`src/rtl/weight_rom_arbiter_pkg.sv`:
```
// Shared types, default widths and the round-robin pick helper for the weight ROM arbiter.
// Latency: n/a (types and combinational helper only).
// Backpressure: n/a.
package weight_rom_arbiter_pkg;

  localparam int NUM_REQ_DEF     = 2;
  localparam int ADR_WIDTH_DEF   = 16;
  localparam int DATA_SIZE_DEF   = 16;
  localparam int ROM_LATENCY_DEF = 1;

  // Index fields are sized for the largest supported requester count so that
  // the tag struct and the pick helper stay independent of NUM_REQ.
  localparam int MAX_REQ = 16;
  localparam int IDX_W   = $clog2(MAX_REQ);

  typedef logic [IDX_W-1:0] req_idx_t;

  typedef struct packed {
    logic     valid;
    req_idx_t index;
  } tag_t;

  typedef struct packed {
    logic     found;
    req_idx_t index;
  } pick_t;

  // First requester at or after ptr, wrapping modulo n. The loop runs from the
  // far end downwards so the nearest hit is written last and wins.
  function automatic pick_t rr_pick(input logic [MAX_REQ-1:0] req,
                                    input req_idx_t           ptr,
                                    input int                 n);
    pick_t    pick;
    int       sum;
    req_idx_t idx;
    pick = '0;
    for (int k = MAX_REQ - 1; k >= 0; k--) begin
      if (k < n) begin
        sum = int'(ptr) + k;
        if (sum >= n) sum = sum - n;
        idx = req_idx_t'(sum);
        if (req[idx]) begin
          pick.found = 1'b1;
          pick.index = idx;
        end
      end
    end
    return pick;
  endfunction

endpackage

```
`src/rtl/weight_rom_arbiter_rd_tag_pipe.sv`:
```
// Fixed-depth shift register carrying {valid, requester} tags alongside ROM reads.
// Latency: DEPTH cycles from push to pop.
// Backpressure: none; advances every cycle, synchronous clear drops all tags.
module rd_tag_pipe
  import weight_rom_arbiter_pkg::*;
#(
  parameter int DEPTH = ROM_LATENCY_DEF
) (
  input  logic clk,
  input  logic rst,
  input  tag_t push,
  output tag_t pop
);

  tag_t stage [DEPTH];

  // Shift tags one stage per cycle; reset discards everything in flight.
  always_ff @(posedge clk) begin
    if (rst) begin
      for (int s = 0; s < DEPTH; s++) stage[s] <= '0;
    end else begin
      stage[0] <= push;
      for (int s = 1; s < DEPTH; s++) stage[s] <= stage[s-1];
    end
  end

  assign pop = stage[DEPTH-1];

endmodule

```
`src/rtl/weight_rom_arbiter.sv`:
```
// Round-robin arbiter sharing one synchronous weight/bias ROM read port between layer engines, with burst lock.
// Latency: grant/romRd combinational in the request cycle; rvalid ROM_LATENCY cycles after accept.
// Backpressure: losers and non-owners see gnt low and must hold req; returns cannot be stalled.
module weight_rom_arbiter
  import weight_rom_arbiter_pkg::*;
#(
  parameter int NUM_REQ     = NUM_REQ_DEF,
  parameter int ADR_WIDTH   = ADR_WIDTH_DEF,
  parameter int DATA_SIZE   = DATA_SIZE_DEF,
  parameter int ROM_LATENCY = ROM_LATENCY_DEF
) (
  input  logic                           clk,
  input  logic                           rst,
  input  logic [NUM_REQ-1:0]             req,
  input  logic [NUM_REQ-1:0]             lock,
  input  logic [NUM_REQ*ADR_WIDTH-1:0]   reqAdr,
  output logic [NUM_REQ-1:0]             gnt,
  output logic                           romRd,
  output logic [ADR_WIDTH-1:0]           romAdr,
  input  logic [DATA_SIZE-1:0]           romData,
  output logic [DATA_SIZE-1:0]           rdata,
  output logic [NUM_REQ-1:0]             rvalid
);

  logic                 owner_vld;
  req_idx_t             owner_idx;
  req_idx_t             rr_ptr;

  pick_t                pick;
  logic                 acc;
  req_idx_t             acc_idx;
  logic                 acc_lock;
  logic [ADR_WIDTH-1:0] acc_adr;
  logic                 lock_owner;
  tag_t                 push_tag;
  tag_t                 pop_tag;

  // Grant: the owner alone while a lock is held, otherwise nearest requester from rr_ptr.
  always_comb begin
    gnt  = '0;
    pick = rr_pick(MAX_REQ'(req), rr_ptr, NUM_REQ);
    if (!rst) begin
      if (owner_vld) begin
        for (int i = 0; i < NUM_REQ; i++) begin
          if (owner_idx == req_idx_t'(i)) gnt[i] = req[i];
        end
      end else begin
        for (int i = 0; i < NUM_REQ; i++) begin
          if (pick.found && pick.index == req_idx_t'(i)) gnt[i] = 1'b1;
        end
      end
    end
  end

  // Accept decode: gnt already implies req, so any grant bit is an accepted read.
  always_comb begin
    acc        = 1'b0;
    acc_idx    = '0;
    acc_lock   = 1'b0;
    acc_adr    = '0;
    lock_owner = 1'b0;
    for (int i = 0; i < NUM_REQ; i++) begin
      if (gnt[i]) begin
        acc      = 1'b1;
        acc_idx  = req_idx_t'(i);
        acc_lock = lock[i];
        acc_adr  = reqAdr[i*ADR_WIDTH +: ADR_WIDTH];
      end
      if (owner_idx == req_idx_t'(i)) lock_owner = lock[i];
    end
  end

  assign romRd          = acc;
  assign romAdr         = acc_adr;
  assign push_tag.valid = acc;
  assign push_tag.index = acc_idx;

  // Pointer advances past each accepted requester; ownership is taken on a locked accept and dropped on the first unlocked cycle.
  always_ff @(posedge clk) begin
    if (rst) begin
      owner_vld <= 1'b0;
      owner_idx <= '0;
      rr_ptr    <= '0;
    end else begin
      if (acc) begin
        rr_ptr <= (acc_idx == req_idx_t'(NUM_REQ - 1)) ? '0 : acc_idx + req_idx_t'(1);
      end
      if (owner_vld) begin
        if (!lock_owner) owner_vld <= 1'b0;
      end else if (acc && acc_lock) begin
        owner_vld <= 1'b1;
        owner_idx <= acc_idx;
      end
    end
  end

  rd_tag_pipe #(
    .DEPTH (ROM_LATENCY)
  ) u_tag_pipe (
    .clk  (clk),
    .rst  (rst),
    .push (push_tag),
    .pop  (pop_tag)
  );

  // Return routing: the tag leaving the pipe lines up with the ROM word for that read.
  always_comb begin
    rvalid = '0;
    rdata  = '0;
    if (!rst && pop_tag.valid) begin
      rdata = romData;
      for (int i = 0; i < NUM_REQ; i++) begin
        if (pop_tag.index == req_idx_t'(i)) rvalid[i] = 1'b1;
      end
    end
  end

endmodule

```
`config.mk`:
```
export PLATFORM = sky130hd
export DESIGN_NAME = weight_rom_arbiter
export DESIGN_NICKNAME = d
export VERILOG_FILES = /design/src/rtl/weight_rom_arbiter_pkg.sv /design/src/rtl/weight_rom_arbiter_rd_tag_pipe.sv /design/src/rtl/weight_rom_arbiter.sv
export SDC_FILE = /design/constraint.sdc
export NUM_CORES = 1
export LEC_CHECK = 0
export ABC_AREA = 0
export CAP_MARGIN = 30
export CORE_ASPECT_RATIO = 0.75
export CORE_MARGIN = 2
export CORE_UTILIZATION = 24
export DETAILED_ROUTE_END_ITERATION = 7
export PLACE_DENSITY = 0.89
export SETUP_SLACK_MARGIN = 0.2
export SYNTH_ARGS = -nofsm -noshare
export SYNTH_HDL_FRONTEND = slang
export SYNTH_HIERARCHICAL = 1
export SYNTH_SLANG_ARGS = --single-unit
export TNS_END_PERCENT = 1
```
`constraint.sdc`:
```
create_clock -name clk -period 2 [get_ports clk]
set_clock_uncertainty 0.15 [all_clocks]
set_input_delay 0.3 -clock clk [delete_from_list [all_inputs] [get_ports clk]]
set_output_delay 0.3 -clock clk [all_outputs]
set_load 0.05 [all_outputs]
```
==> out/qor.yml <==
critical_path:
  arrival_ns: 1.81
  critPathLaunchType: "primary input"
  reg2reg_depth: 7
  r2r_slack_ns: 0.25
  r2r-start: "owner_vld"
  timing.rr.end: "u_tag_pipe/stage[0][4]"
  criticalPathCategory: "in2out"
  crit_fanout: 5
  cp_data_required_time_ns: 1.55
  cp-end-kind: "primary output"
  cp-endpoint: "romAdr[3]"
  setup.worst_path.start: "req[0]"
sta:
  fin_ws_ns: -0.258
  fmax_ghz: 0.443
  setup_viol: 18
  finalSetupTns_ns: -2.79
  rsz0062_at_grt: "yes"
  drv_slew: 0
  finalHoldViolCount: 0
  layout_worst_path_cycle_share_pct: 113
  min_period_ns: 2.26
status:
  violations: "negative setup slack"
  outcome: "finished with violations"
layout:
  utilization_pct: 92.1
  area_delta_synth_final_pct: 264
  design_area_um2: 2400
  diodes: 0
  drive_gt1_share_pct: 55.0
  fillers: 77
  final_cell_mix: "clkdlybuf4s50_1 (50), buf_12 (39), and2_4 (16)"
  fin_nets: 236
  mostFrequentLayoutCell: "clkdlybuf4s50_1"
clock_network:
  cts_tree: "done"
  insertion_delay_ns: 0.25
  clkTransAtPathRegs_ns: 0.07
  cts.sinks: 8
  clk_path_buf_depth: 2
  cts_hold_buf: 0
  htree_levels: 1
  clockRootBuffer: "clkbuf_4"
  cts_inserted_buffers: 3
synthesis:
  syn_inst: 76
  yosysSeqAreaShare_pct: 24.3
  yosys_warnings: 6
  yosys_register_bits: 8
  syn_area_um2: 658
  postSynthAreaPerCell_um2: 8.66
  yosysUniqueCellTypes: 27
  synth_top_area_share_pct: 24.3
  yosys-top-cells-area: "dfxtp_1 (24%), and2_1 (15%), a22o_2 (14%)"
  synth.largest_area_cell: "dfxtp_1"
die:
  io_pins: 91
  die_y_um: 49.4
  row_count: 16
  die_x_um: 64.5
  dieArea_um2: 3180
  initial_core_util_pct: 25.3
  core_area_um2: 2600
global_route:
  antenna_found_initial: 0
  track_usage_pct: 33.2
  grt_max_degree: 19
  grt.overflow.total: 0
  grt_pass1_vias: 1284
  grt_pass1_wl_um: 7390
placement:
  gp_congestion: 0.701
  place_area_um2: 2030
  dp_hpwl_um: 3210
  portBuffers: 90
power_and_ir_drop:
  ir_worst_vdd_mv: 0.352
  power_density_nw_per_um2: 424
  power_mw: 1.02
  leakagePower_nw: 1.02
detailed_routing:
  vias: 1103
  drt-initial-drc-count: 45
  wl_per_cell_um: 24.4
  drc: 0
  first_pass_iters: 6
  antenna_left: 0
  drt-total-wl_um: 5260
  routed_via_density: 5.11
worst_hold_path:
  hold_path.class: "in2reg"
job:
  drv_cap: 0
power by group:
part | internal, mW | leakage [nW] | switching [mW]
sequential | 0.173 | 0.0678 | 0.0187
combinational | 0.378 | 0.937 | 0.312
clock | 0.0691 | 0.0138 | 0.0659
total | 0.620 | 1.02 | 0.397
worst min-delay path by stage:
stage,from,end,cells after the start
3_5_place_dp,rr_ptr[0],rr_ptr[0],2
5_1_grt,rst,u_tag_pipe/stage[0][0],3
4_1_cts,req[0],rr_ptr[0],3
3_3_place_gp,rr_ptr[0],rr_ptr[0],2
6_report,rst,u_tag_pipe/stage[0][0],3
2_1_floorplan,rst,rr_ptr[0],1
cell usage after synthesis (all sizes together):
master,instances
nor3,1
a22o,16
buf,3
nand2b,1
nor3b,2
conb,1
nor2,1
inv,2
and4bb,1
o211a,1
o21ai,1
or2b,1
nand4,1
nand2,3
nor2b,9
clkbuf,1
dfxtp,8
nor4b,1
a21oi,1
or2,1
and2,16
o211ai,1
mux2i,1
a21bo,1
o311ai,1
kinds of logic (layout without fill, tap and decap cells):
group                  Yosys count  in the layout  share of synthesized area (%)
AOI/OAI and AO/OA               22             22                           30.0
and+or+nand+nor                 38             38                           38.6
DFF                              8              8                           24.3
other                            1              3                          0.570
buffers and inverters            6            108                           4.94
muxes                            1              1                           1.52
through the flow:
stage / hold slack [ns] / setup slack (ns) / instances
final: 0.317 / -0.258 / 216
after global routing: 0.306 / -0.279 / 216
after CTS: 0.395 / -0.182 / 216
after detailed placement: 0.459 / -0.427 / 205
after global placement: 0.439 / -0.345 / 205
after floorplan: 0.219 / 0.0796 / 78
routing by layer:
layer,track usage (%),wire [um],up-vias
met5,0,0,-
met4,19.5,265,0
met3,8.31,304,20
met2,63.4,2880,77
met1,31.9,1810,525
li1,-,-,481
layout make-up:
cell class                 count  area, um2  area share (%)
tap                           36       45.0            1.88
inverter                       2       7.51           0.313
clock buffer                   3       22.5           0.940
sequential                     8        169            7.05
timing repair buffer         103       1460            60.8
multi-input combinational     64        694            29.0
critical path: stages:
cell,delay (ns)
clkdlybuf4s15_1,0.23
nor3b_4,0.19
nor4b_4,0.34
buf_4,0.21
buf_6,0.11
buf_12,0.10
a22o_1,0.18
buf_12,0.14
repair_timing:
| item | 4_1_cts | 5_1_grt |
|---|---|---|
| resized for setup | 56 | 7 |
| gates cloned | 3 | 0 |
| setup buffers | 5 | 0 |
| endpoints found under the setup margin | 38 | 37 |
| pin swaps | 20 | 2 |
sequential cells by signal (all words and copies together), names as in the netlist:
register,count
rr_ptr,1
owner_vld,1
u_tag_pipe/stage,5
owner_idx,1
Note: power is estimated with default switching activity, not from simulation.
